## config.mk

```make
export PLATFORM = sky130hd
export DESIGN_NAME = conv_window_sequencer_flat
export DESIGN_NICKNAME = d
export VERILOG_FILES = /design/src/rtl/conv_window_sequencer_if.sv /design/src/rtl/conv_window_sequencer.sv /design/src/flat_wrapper.sv
export SDC_FILE = /design/constraint.sdc
export NUM_CORES = 1
export LEC_CHECK = 0
export ABC_AREA = 1
export CORE_UTILIZATION = 40
export DETAILED_ROUTE_END_ITERATION = 10
export GPL_ROUTABILITY_DRIVEN = 0
export GPL_TIMING_DRIVEN = 0
export PLACE_DENSITY = 0.69
export SKIP_CTS_REPAIR_TIMING = 1
export SLEW_MARGIN = 20
export SYNTH_ARGS = -nofsm -noshare
export SYNTH_HDL_FRONTEND = slang
export SYNTH_SLANG_ARGS = --single-unit
```

## constraint.sdc

```tcl
create_clock -name clk -period 15.7 [get_ports clk]
set_input_delay 1.57 -clock clk [delete_from_list [all_inputs] [get_ports clk]]
set_output_delay 1.57 -clock clk [all_outputs]
set_load 0.02 [all_outputs]
```

## src/rtl/conv_window_sequencer_if.sv

```systemverilog
// Handshake bundle for conv_window_sequencer: start/kernel, pixel stream, result stream, status.
// master = pixel source / result sink side, slave = sequencer side.
interface conv_window_sequencer_if #(
    parameter int b = 8,
    parameter int c = 3
);
    logic               start;
    logic [c*c*b-1:0]   inp_kernel;
    logic               pix_valid;
    logic               pix_ready;
    logic [b-1:0]       pix_data;
    logic               out_valid;
    logic               out_ready;
    logic [b-1:0]       out_data;
    logic               busy;
    logic               done;

    modport master (
        output start, inp_kernel, pix_valid, pix_data, out_ready,
        input  pix_ready, out_valid, out_data, busy, done
    );

    modport slave (
        input  start, inp_kernel, pix_valid, pix_data, out_ready,
        output pix_ready, out_valid, out_data, busy, done
    );
endinterface

```

## src/rtl/conv_window_sequencer.sv

```systemverilog
// Frame-buffered valid convolution, one MAC per cycle, results streamed row-major.
// Optional macro CONV_SAT_EN: saturate results to 2^b-1 instead of truncating.
module conv_window_sequencer #(
    parameter int b = 8,
    parameter int a = 5,
    parameter int c = 3
) (
    input  logic                    clk,
    input  logic                    rst,
    conv_window_sequencer_if.slave  bus
);
    localparam int AW   = (a > 1) ? $clog2(a) : 1;
    localparam int CW   = (c > 1) ? $clog2(c) : 1;
    localparam int FN   = a * a;
    localparam int FW   = (FN > 1) ? $clog2(FN) : 1;
    localparam int ACCW = 2 * b + c + 1;
    localparam logic [AW-1:0] A_LAST   = AW'(a - 1);
    localparam logic [AW-1:0] WIN_LAST = AW'(a - c);
    localparam logic [CW-1:0] C_LAST   = CW'(c - 1);

    typedef enum logic [2:0] {S_IDLE, S_LOAD, S_COMPUTE, S_EMIT, S_DONE} state_t;

    state_t             r_state;
    state_t             w_state_next;
    logic [b-1:0]       r_frame [FN];
    logic [c*c*b-1:0]   r_kernel;
    logic [AW-1:0]      r_r, r_q, r_wr, r_wc;
    logic [CW-1:0]      r_ki, r_kj;
    logic [ACCW-1:0]    r_acc;
    logic [b-1:0]       r_out_data;

    logic               w_pix_fire, w_out_fire, w_last_pix, w_k_last, w_win_last;
    logic [FW-1:0]      w_load_idx, w_read_idx;
    logic [31:0]        w_ker_idx;
    logic [b-1:0]       w_pix_sel, w_ker_sel;
    logic [ACCW-1:0]    w_acc_next;
    logic [b-1:0]       w_result;

    assign w_pix_fire = (r_state == S_LOAD) && bus.pix_valid;
    assign w_out_fire = (r_state == S_EMIT) && bus.out_ready;
    assign w_last_pix = (r_r == A_LAST) && (r_q == A_LAST);
    assign w_k_last   = (r_ki == C_LAST) && (r_kj == C_LAST);
    assign w_win_last = (r_wr == WIN_LAST) && (r_wc == WIN_LAST);

    assign w_load_idx = FW'(32'(r_r) * a + 32'(r_q));
    assign w_read_idx = FW'((32'(r_wr) + 32'(r_ki)) * a + 32'(r_wc) + 32'(r_kj));
    assign w_ker_idx  = 32'(r_ki) * c + 32'(r_kj);
    assign w_pix_sel  = r_frame[w_read_idx];
    assign w_ker_sel  = r_kernel[w_ker_idx*b +: b];

    // First product of each window restarts the accumulator
    assign w_acc_next = (((r_ki == '0) && (r_kj == '0)) ? '0 : r_acc)
                      + ACCW'(w_pix_sel) * ACCW'(w_ker_sel);

`ifdef CONV_SAT_EN
    assign w_result = (|w_acc_next[ACCW-1:b]) ? '1 : w_acc_next[b-1:0];
`else
    assign w_result = w_acc_next[b-1:0];
`endif

    always_comb begin
        w_state_next = r_state;
        case (r_state)
            S_IDLE:    if (bus.start) w_state_next = S_LOAD;
            S_LOAD:    if (w_pix_fire && w_last_pix) w_state_next = S_COMPUTE;
            S_COMPUTE: if (w_k_last) w_state_next = S_EMIT;
            S_EMIT:    if (w_out_fire) w_state_next = w_win_last ? S_DONE : S_COMPUTE;
            S_DONE:    w_state_next = S_IDLE;
            default:   w_state_next = S_IDLE;
        endcase
    end

    // Frame store has no reset: a new frame always overwrites every entry before use
    always_ff @(posedge clk) begin
        if (w_pix_fire) r_frame[w_load_idx] <= bus.pix_data;
    end

    always_ff @(posedge clk) begin
        if (rst) begin
            r_state    <= S_IDLE;
            r_kernel   <= '0;
            r_r        <= '0;
            r_q        <= '0;
            r_wr       <= '0;
            r_wc       <= '0;
            r_ki       <= '0;
            r_kj       <= '0;
            r_acc      <= '0;
            r_out_data <= '0;
        end else begin
            r_state <= w_state_next;
            case (r_state)
                S_IDLE: begin
                    if (bus.start) begin
                        r_kernel <= bus.inp_kernel;
                        r_r      <= '0;
                        r_q      <= '0;
                        r_wr     <= '0;
                        r_wc     <= '0;
                        r_ki     <= '0;
                        r_kj     <= '0;
                    end
                end
                S_LOAD: begin
                    if (w_pix_fire) begin
                        if (r_q == A_LAST) begin
                            r_q <= '0;
                            r_r <= r_r + 1'b1;
                        end else begin
                            r_q <= r_q + 1'b1;
                        end
                    end
                end
                S_COMPUTE: begin
                    r_acc <= w_acc_next;
                    if (r_kj == C_LAST) begin
                        r_kj <= '0;
                        r_ki <= (r_ki == C_LAST) ? '0 : r_ki + 1'b1;
                    end else begin
                        r_kj <= r_kj + 1'b1;
                    end
                    if (w_k_last) r_out_data <= w_result;
                end
                S_EMIT: begin
                    if (w_out_fire && !w_win_last) begin
                        if (r_wc == WIN_LAST) begin
                            r_wc <= '0;
                            r_wr <= r_wr + 1'b1;
                        end else begin
                            r_wc <= r_wc + 1'b1;
                        end
                    end
                end
                default: ;
            endcase
        end
    end

    assign bus.pix_ready = (r_state == S_LOAD);
    assign bus.out_valid = (r_state == S_EMIT);
    assign bus.out_data  = r_out_data;
    assign bus.busy      = (r_state != S_IDLE);
    assign bus.done      = (r_state == S_DONE);
endmodule

```

## src/flat_wrapper.sv

```systemverilog
// flat-port wrapper written by rule: the top's interface ports become plain ports
module conv_window_sequencer_flat 
#(
    parameter int b = 8,
    parameter int a = 5,
    parameter int c = 3
)
  (clk, rst, bus_start, bus_inp_kernel, bus_pix_valid, bus_pix_data, bus_out_ready, bus_pix_ready, bus_out_valid, bus_out_data, bus_busy, bus_done);
  conv_window_sequencer_if #(.b(b), .c(c)) bus_i ();
  input  logic clk;
  input  logic rst;
  input wire logic [$bits(bus_i.start)-1:0] bus_start;
  input wire logic [$bits(bus_i.inp_kernel)-1:0] bus_inp_kernel;
  input wire logic [$bits(bus_i.pix_valid)-1:0] bus_pix_valid;
  input wire logic [$bits(bus_i.pix_data)-1:0] bus_pix_data;
  input wire logic [$bits(bus_i.out_ready)-1:0] bus_out_ready;
  output wire logic [$bits(bus_i.pix_ready)-1:0] bus_pix_ready;
  output wire logic [$bits(bus_i.out_valid)-1:0] bus_out_valid;
  output wire logic [$bits(bus_i.out_data)-1:0] bus_out_data;
  output wire logic [$bits(bus_i.busy)-1:0] bus_busy;
  output wire logic [$bits(bus_i.done)-1:0] bus_done;
  assign bus_i.start = bus_start;
  assign bus_i.inp_kernel = bus_inp_kernel;
  assign bus_i.pix_valid = bus_pix_valid;
  assign bus_i.pix_data = bus_pix_data;
  assign bus_i.out_ready = bus_out_ready;
  assign bus_pix_ready = bus_i.pix_ready;
  assign bus_out_valid = bus_i.out_valid;
  assign bus_out_data = bus_i.out_data;
  assign bus_busy = bus_i.busy;
  assign bus_done = bus_i.done;
  conv_window_sequencer #(.b(b), .a(a), .c(c)) u_core (.clk(clk), .rst(rst), .bus(bus_i));
endmodule
```

==> results of run 1 <==
[state kept, by name (all words and copies together) (netlist names)]
register and flops:
u_core.r_kj 2, u_core.r_kernel 72, u_core.r_r 3, u_core.r_ki 2, u_core.r_wc 3, u_core.r_frame 200, u_core.r_state 3, u_core.r_acc 8
u_core.bus.out_data 8, u_core.r_wr 3, u_core.r_q 3
[cell families after synthesis]
logic type	count (synthesis)
AO/OA/AOI/OAI	184
XOR/XNOR	14
adder cells (fa/ha/maj)	72
buffers and inverters	227
flip-flops	307
AND/OR/NAND/NOR	863
[worst min-delay path, stage by stage (launching register included)]
cell                      delay, ns
sky130_fd_sc_hd__dfxtp_1       0.29
sky130_fd_sc_hd__inv_1         0.05
sky130_fd_sc_hd__a21oi_1       0.05
[power by group through the flow]
stage	clock, W	combinational [W]	sequential (W)
floorplan	0	0.000605	0.000935
global placement	0	0.000863	0.000942
detailed placement	0	0.000882	0.000944
CTS	0.000784	0.000890	0.000927
global route	0.000818	0.00100	0.000932
finish	0.000776	0.000893	0.000928
[path summary, 6_finish.rpt]
kind,startpoint,end,slack (ns),depth (start not counted)
hold / removal,u_core.r_kernel[36]$_SDFFE_PP0P_,u_core.r_kernel[36]$_SDFFE_PP0P_,0.45,2
setup reg to reg,u_core.r_ki[0]$_SDFFE_PP0P_,u_core.bus.out_data[7]$_SDFFE_PP0P_,7.86,39
setup / recovery,u_core.r_ki[0]$_SDFFE_PP0P_,u_core.bus.out_data[7]$_SDFFE_PP0P_,7.86,39
hold reg to reg,u_core.r_kernel[36]$_SDFFE_PP0P_,u_core.r_kernel[36]$_SDFFE_PP0P_,0.45,2
[layout by cell type, fill, tap and decap left out, types with 2 or more instances in the layout]
cell / Yosys / layout
sky130_fd_sc_hd__a211oi_1: 3 / 3
sky130_fd_sc_hd__a21oi_1: 62 / 62
sky130_fd_sc_hd__a31oi_1: 2 / 2
sky130_fd_sc_hd__buf_1: 3 / 3
sky130_fd_sc_hd__buf_2: 26 / 27
sky130_fd_sc_hd__buf_4: 7 / 7
sky130_fd_sc_hd__clkbuf_1: 38 / 45
sky130_fd_sc_hd__clkbuf_16: 0 / 35
sky130_fd_sc_hd__clkbuf_8: 0 / 4
sky130_fd_sc_hd__clkdlybuf4s50_1: 0 / 96
sky130_fd_sc_hd__clkinv_1: 0 / 8
sky130_fd_sc_hd__clkinv_2: 0 / 2
sky130_fd_sc_hd__clkinv_8: 0 / 2
sky130_fd_sc_hd__dfxtp_1: 107 / 107
sky130_fd_sc_hd__edfxtp_1: 200 / 200
sky130_fd_sc_hd__fa_1: 25 / 25
sky130_fd_sc_hd__ha_1: 47 / 47
sky130_fd_sc_hd__inv_1: 145 / 145
sky130_fd_sc_hd__inv_2: 6 / 6
sky130_fd_sc_hd__nand2_1: 453 / 453
sky130_fd_sc_hd__nand2_2: 3 / 3
sky130_fd_sc_hd__nand3_1: 201 / 201
sky130_fd_sc_hd__nand3b_1: 3 / 3
sky130_fd_sc_hd__nand4_1: 5 / 5
sky130_fd_sc_hd__nor2_1: 187 / 186
sky130_fd_sc_hd__nor3_1: 6 / 6
sky130_fd_sc_hd__o21ai_0: 108 / 108
sky130_fd_sc_hd__o31ai_1: 7 / 7
sky130_fd_sc_hd__or2_2: 2 / 2
sky130_fd_sc_hd__xnor2_1: 5 / 5
sky130_fd_sc_hd__xor2_1: 7 / 7
[routing by layer]
metal | vias to the layer above | share of wire
li1 | 5775 | -
met1 | 5574 | 0.42
met2 | 528 | 0.48
met3 | 80 | 0.079
met4 | 0 | 0.028
met5 | - | 0
[per-stage QoR]
| step | hold slack (ns) | util | setup WS, ns |
|---|---|---|---|
| final | 0.450 | 0.478 | 7.86 |
| after global routing | 0.471 | 0.478 | 7.30 |
| after CTS | 0.449 | 0.478 | 7.90 |
| after detailed placement | 0.441 | 0.448 | 7.93 |
| after global placement | 0.433 | 0.447 | 8.03 |
| after floorplan | 0.425 | - | 8.98 |
[cell type report]
class,count,area share
plain buffers,76,0.0202
clock buffers,46,0.0548
clock inverters,16,0.00860
inverters,151,0.0325
multi-input cells,1133,0.328
flip-flops and latches,307,0.467
well taps,468,0.0335
repair buffers,97,0.0553
==> metrics.sh, run 1 <==
OUTCOME='finished, violations left'
VIOLATIONS='design-rule violations'
INITIAL_CORE_UTIL=0.405
MAX_CAP_VIOLATIONS=0
AREA_USED_BY_MULTI_INPUT_COMBINATIONAL_LOGIC_MM2=0.00573
DPL.CELL_COUNT=2232
SYNTHCELLS=1667
GRT_UTIL_ALL_LAYERS=0.207
CRITICAL_PATH_CLASS='flip-flop to flip-flop'
FIN_TNS_SETUP_NS=0
DIE_OUTLINE_AREA_MM2=0.0377
LAYOUT_WORST_PATH_CYCLE_SHARE=0.499
YOSYS-MUX-AREA-FRACTION=0
FRACTION_OF_FINAL_LAYOUT_CELLS_WITH_DRIVE_STRENGTH_GREATER_THAN_1=0.0537
POSTSYNTH.TOPFLOPCELL='sky130_fd_sc_hd__edfxtp_1'
CELLINTERNALPOWER_W=0.00164
SYNTH_TOP_FAMILY_BY_AREA='simple AND/OR/NAND/NOR gates'
FINAL_SETUP_VIOLATIONS=0
TOTAL_POWER_OF_THE_FINAL_LAYOUT_W=0.00260
SYNTH_TOP_AREA_CELL='sky130_fd_sc_hd__edfxtp_1'
CTSLONGESTPATHBUFFERS=3
FINAL_HOLD_VIOL_COUNT=0
P_LEAK_nW=7.21
GR-TOTAL-OVERFLOW=0
CRITICAL_PATH_PEAK_FANOUT=10
DIE_Y_UM=194
WORST_EP_ARRIVAL_TIME_NS=8.26
GRT_PASS1_VIAS=11500
RSZ0062_AT_GRT='false'
VDD_IR_DROP_MAX_uV=109
WORST_PATH_DOMINANT_CELL_FAMILY='adder cells'
SYNTH-ASYNC-RESET-RATIO=0
CP_DATA_REQUIRED_TIME_NS=16.12
YOSYS_WARNINGS=0
DETAILED_ROUTE_DRC_ERROR_COUNT=1
AREA_GROWTH_PCT=18.0
MAXCLOCKFREQUENCY_GHz=0.128
NETLIST-CELL-TYPE-COUNT=33
FP-ROW-COUNT=70
WORST_PATH_MOST_REPEATED_CELL='sky130_fd_sc_hd__nand2_1'
CRITICAL-PATH-SLOWEST-CELL='sky130_fd_sc_hd__fa_1'
POWER.SWITCHING_W=0.000961
FLOORPLAN.DIE.WIDTH_UM=194
SYNTH_XOR_AREA_FRAC=0.00931
GLOBAL_ROUTE.PEAK_USAGE_LAYER='met2'
CTS_HTREE_LEVELS=2
CRITICAL-PATH-MAX-STAGE-DELAY_NS=0.55
CTS_NUM_SINKS=307
HOLDCRITPATHCLASS='flip-flop to flip-flop'
CELL_AT_THE_ROOT_OF_THE_CLOCK_TREE='sky130_fd_sc_hd__clkbuf_16'
N_ANTENNA_CELL=0
ROUTEDWLPERCELL_UM=17.1
PORT_BUFFERS=96
TIGHTESTPINTRANSITION_NS=1.13
USE_MET3=0.0370
MET2_USAGE=0.347
TOTAL_ITERATIONS_OF_THE_FIRST_DETAILED_ROUTING_RUN=9
SYNTH_TOP_AREA_SHARE=0.406
FIRST_PASS_GRT_WIRE_LENGTH_UM=61300
DETAIL_ROUTE.WIRELENGTH_UM=39300
IO_PINS=97
VIAS_PER_CELL=5.21
ANT_NETS=0
SYNTH_MOST_COMMON_CELL='sky130_fd_sc_hd__nand2_1'
SYNTH_SIMPLE_GATE_AREA_FRAC=0.240
CLK_LATENCY_NS=0.54
SYNTH_COMPOUND_GATE_AREA_SHARE=0.0644
MET1_USAGE=0.268
SEQUENTIAL_GROUP_SHARE_OF_TOTAL_POWER=0.357
POSTSYNTHREGISTERBITS=307
FILLERS=3371
LAYOUT.AREA.SEQ_MM2=0.00815
LAYOUT.CELL_AREA.NON_FILLER_MM2=0.0175
SYNTH_EDF_COUNT=200
INITIALDRTVIOLATIONCOUNT=1083
TIMING.CLOCK.SKEW_NS=0.0167
NETLIST_AREA_MM2=0.0148
POSTPLACECELLAREA_MM2=0.0163
LAYOUT.CELLS.NON_FILLER=2294
SHARE_OF_TOTAL_POWER_IN_COMBINATIONAL_LOGIC=0.344
TIMING.FINAL.CRIT_PERIOD_NS=7.84
DPL.HPWL_UM=27500
FINISH.NET_COUNT=1957
SYNTH_ADDER_AREA_SHARE=0.0736
TIMING.CRITICAL_PATH.FROM_TYPE='flip-flop'
MAPPEDNETLISTNETS=1824
WORSTPATHBUFFERINVERTERCOUNT=8
TRITONCTS='done'
CLK_PIN_SLEW_NS=0.06
END_KIND='flip-flop'
SLEW_VIOLATIONS=0
CLKPWRFRAC=0.299
MAXSLEWHEADROOM=0.242
DETAILROUTE.VIA_COUNT=12000
YS_SEQ_AREA_FRAC=0.551
POWER.SHARE.SWITCHING=0.370
TRITONCTS.NUM_BUFFERS=34
DOMINANT_CELLS_BY_AREA_AFTER_SYNTHESIS='sky130_fd_sc_hd__edfxtp_1, sky130_fd_sc_hd__dfxtp_1, sky130_fd_sc_hd__nand2_1'
LARGEST_NET_DEGREE_AT_THE_START_OF_GLOBAL_ROUTING=26
CORE-AREA_MM2=0.0365
POST_SYNTH_MOST_FREQUENT_CELLS='sky130_fd_sc_hd__nand2_1, sky130_fd_sc_hd__nand3_1, sky130_fd_sc_hd__edfxtp_1, sky130_fd_sc_hd__nor2_1, sky130_fd_sc_hd__inv_1'
GRT_ANTENNA_BEFORE_REPAIR=0
CELLPOWERDENSITY_mW_PER_MM2=149
SYN_AREA_PER_CELL_UM2=8.87
No activity file was read; power rests on OpenSTA's default activity.
==> run 2, diff against run 1 <==
- clock period: 15.7 -> 8.1 ns (I/O delays scaled with it)
==> run 2 against run 1 <==
The run still ends with design-rule violations left. Die area did not move. First-iteration DRC count rose by 1.4%. Sequential share of layout area is 0.16 points lower. Combinational power increased by 96%. Cell area is 0.34% higher. Cell count is the same. Routed wire length increased by 0.24%. Clock-buffer cell count is the same. Worst hold slack got worse by 0.00054 ns.
==> metrics.sh, run 2 (synthesis results as in run 1) <==
PORT_BUFFERS=96
DETAIL_ROUTE.WIRELENGTH_UM=39400
MAXSLEWHEADROOM=0.210
TOTAL_ITERATIONS_OF_THE_FIRST_DETAILED_ROUTING_RUN=9
POWER.SHARE.SWITCHING=0.369
CELLINTERNALPOWER_W=0.00318
CP-STARTPOINT='u_core.r_ki[0]$_SDFFE_PP0P_'
CELLPOWERDENSITY_mW_PER_MM2=288
POSTPLACECELLAREA_MM2=0.0163
LAYOUT.CELLS.MOST_COMMON_LIST='sky130_fd_sc_hd__nand2_1, sky130_fd_sc_hd__nand3_1, sky130_fd_sc_hd__edfxtp_1, sky130_fd_sc_hd__nor2_1, sky130_fd_sc_hd__inv_1'
CLK_PIN_SLEW_NS=0.06
SHARE_OF_TOTAL_POWER_IN_COMBINATIONAL_LOGIC=0.346
CTS_NUM_SINKS=307
TIMING.FINAL.CRIT_PERIOD_NS=7.65
LARGEST_REGISTER_FF_COUNT=200
DIE_OUTLINE_AREA_MM2=0.0377
LARGEST_NET_DEGREE_AT_THE_START_OF_GLOBAL_ROUTING=26
FINISH.NET_COUNT=1957
END_KIND='flip-flop'
TIGHTESTPINTRANSITION_NS=1.18
R2R_SLACK_NS=0.45
ANT_NETS=0
MAX_CAP_VIOLATIONS=0
CTSLONGESTPATHBUFFERS=3
CORE-AREA_MM2=0.0365
FIRST_PASS_GRT_WIRE_LENGTH_UM=61300
VIAS_PER_CELL=5.25
INITIAL_CORE_UTIL=0.405
CTS_HTREE_LEVELS=2
DETAILROUTE.VIA_COUNT=12000
LAYOUT_WORST_PATH_CYCLE_SHARE=0.944
FP-ROW-COUNT=70
FRACTION_OF_FINAL_LAYOUT_CELLS_WITH_DRIVE_STRENGTH_GREATER_THAN_1=0.0591
OUTCOME='finished, violations left'
TIMING.CLOCK.SKEW_NS=0.0215
LAYOUT.CELLS.NON_FILLER=2294
WORSTREG2REGEND='u_core.bus.out_data[7]$_SDFFE_PP0P_'
LAYOUT.CELLS.MOST_COMMON='sky130_fd_sc_hd__nand2_1'
GRT_UTIL_ALL_LAYERS=0.207
AREA_GROWTH_PCT=18.4
TRITONCTS='done'
ROUTEDWLPERCELL_UM=17.2
FLOORPLAN.DIE.WIDTH_UM=194
CLKPWRFRAC=0.297
FINAL_HOLD_VIOL_COUNT=0
WORSTREG2REGSTART='u_core.r_ki[0]$_SDFFE_PP0P_'
FINISH.UTILIZATION=0.480
VDD_IR_DROP_MAX_uV=209
LARGEST_REGISTER='u_core.r_frame'
INITIALDRTVIOLATIONCOUNT=1098
WORST_EP_ARRIVAL_TIME_NS=8.07
R2R_CELLS=40
CRITICAL-PATH-MAX-STAGE-DELAY_NS=0.55
HOLDCRITPATHCLASS='flip-flop to flip-flop'
GRT_ANTENNA_BEFORE_REPAIR=0
CP_DATA_REQUIRED_TIME_NS=8.52
MAXCLOCKFREQUENCY_GHz=0.131
CELL_AT_THE_ROOT_OF_THE_CLOCK_TREE='sky130_fd_sc_hd__clkbuf_16'
GR-TOTAL-OVERFLOW=0
P_LEAK_nW=7.24
CRITICAL_PATH_PEAK_FANOUT=10
DPL.HPWL_UM=27500
FINAL_SETUP_VIOLATIONS=0
TIMING.CRITICAL_PATH.FROM_TYPE='flip-flop'
GRT_PASS1_VIAS=11500
TIMING_ENDPOINT_OF_THE_CRITICAL_PATH='u_core.bus.out_data[7]$_SDFFE_PP0P_'
SEQUENTIAL_GROUP_SHARE_OF_TOTAL_POWER=0.357
CLK_LATENCY_NS=0.54
N_ANTENNA_CELL=0
BIGGESTREGSBYFLOPS='u_core.r_frame (200), u_core.r_kernel (72)'
WORST_PATH_MOST_REPEATED_CELL='sky130_fd_sc_hd__nand2_1'
TRITONCTS.NUM_BUFFERS=34
DPL.CELL_COUNT=2232
DETAILED_ROUTE_DRC_ERROR_COUNT=1
DIE_Y_UM=194
IO_PINS=97
SLEW_VIOLATIONS=0
LAYOUT.CELL_AREA.NON_FILLER_MM2=0.0175
POWER.SWITCHING_W=0.00186
CRITICAL-PATH-SLOWEST-CELL='sky130_fd_sc_hd__fa_1'
VIOLATIONS='design-rule violations'
FIN_TNS_SETUP_NS=0
CRITICAL_PATH_CLASS='flip-flop to flip-flop'
TIMING.HOLD.WS_NS=0.449
[run 2: changes by cell type in the layout (fill, tap and decap cells not counted), sizes merged]
cell	change
buf	-4
clkbuf	+4
[run 2: cell type report]
class                           instances  area (um^2)
Fill cell                            3361        19000
Sequential cell                       307         8150
Multi-Input combinational cell       1133         5770
Timing Repair Buffer                   97          966
Clock buffer                           46          957
Tap cell                              468          586
Inverter                              151          567
Buffer                                 76          372
Clock inverter                         16          150
[run 2: layer usage]
layer | routed length [um] | global-route usage | vias up | share of wire
li1 | - | - | 5776 | -
met1 | 16400 | 0.268 | 5664 | 0.42
met2 | 18800 | 0.347 | 537 | 0.48
met3 | 3130 | 0.0370 | 68 | 0.080
met4 | 996 | 0.0720 | 0 | 0.025
met5 | 0 | 0 | - | 0
[run 2: power groups by stage]
stage	combinational, W	sequential [W]	clock (W)
after CTS	0.00172	0.00180	0.00152
after floorplan	0.00117	0.00181	0
after detailed placement	0.00171	0.00183	0
final	0.00175	0.00180	0.00150
after global routing	0.00196	0.00181	0.00159
after global placement	0.00167	0.00183	0
[run 2: worst min-delay path by stage]
stage                                startpoint                          endpoint  slack (ns)  cells after the start
2_1_floorplan  u_core.r_kernel[19]$_SDFFE_PP0P_  u_core.r_kernel[19]$_SDFFE_PP0P_        0.42                      2
3_3_place_gp   u_core.r_kernel[37]$_SDFFE_PP0P_  u_core.r_kernel[37]$_SDFFE_PP0P_        0.43                      2
3_5_place_dp   u_core.r_kernel[36]$_SDFFE_PP0P_  u_core.r_kernel[36]$_SDFFE_PP0P_        0.44                      2
4_1_cts        u_core.r_kernel[36]$_SDFFE_PP0P_  u_core.r_kernel[36]$_SDFFE_PP0P_        0.45                      2
5_1_grt        u_core.r_kernel[20]$_SDFFE_PP0P_  u_core.r_kernel[20]$_SDFFE_PP0P_        0.47                      2
6_report       u_core.r_kernel[36]$_SDFFE_PP0P_  u_core.r_kernel[36]$_SDFFE_PP0P_        0.45                      2
[run 2: per-stage QoR]
step | setup slack (ns) | total power [W]
final | 0.450 | 0.00505
after CTS | 0.304 | 0.00504
after global placement | 0.427 | 0.00350
after floorplan | 1.38 | 0.00298
after global routing | -0.00571 | 0.00535
after detailed placement | 0.335 | 0.00354
[run 2: worst max-delay path: cells and delay by family (launching register included)]
| family | cells | cell delay (ns) |
|---|---|---|
| xor gates and xnor gates | 1 | 0.19 |
| adders and majority gates | 10 | 3.98 |
| and+or+nand+nor | 20 | 2.23 |
| DFF | 1 | 0.38 |
| AOI/OAI and AO/OA | 1 | 0.14 |
| buffers and inverters | 8 | 0.62 |
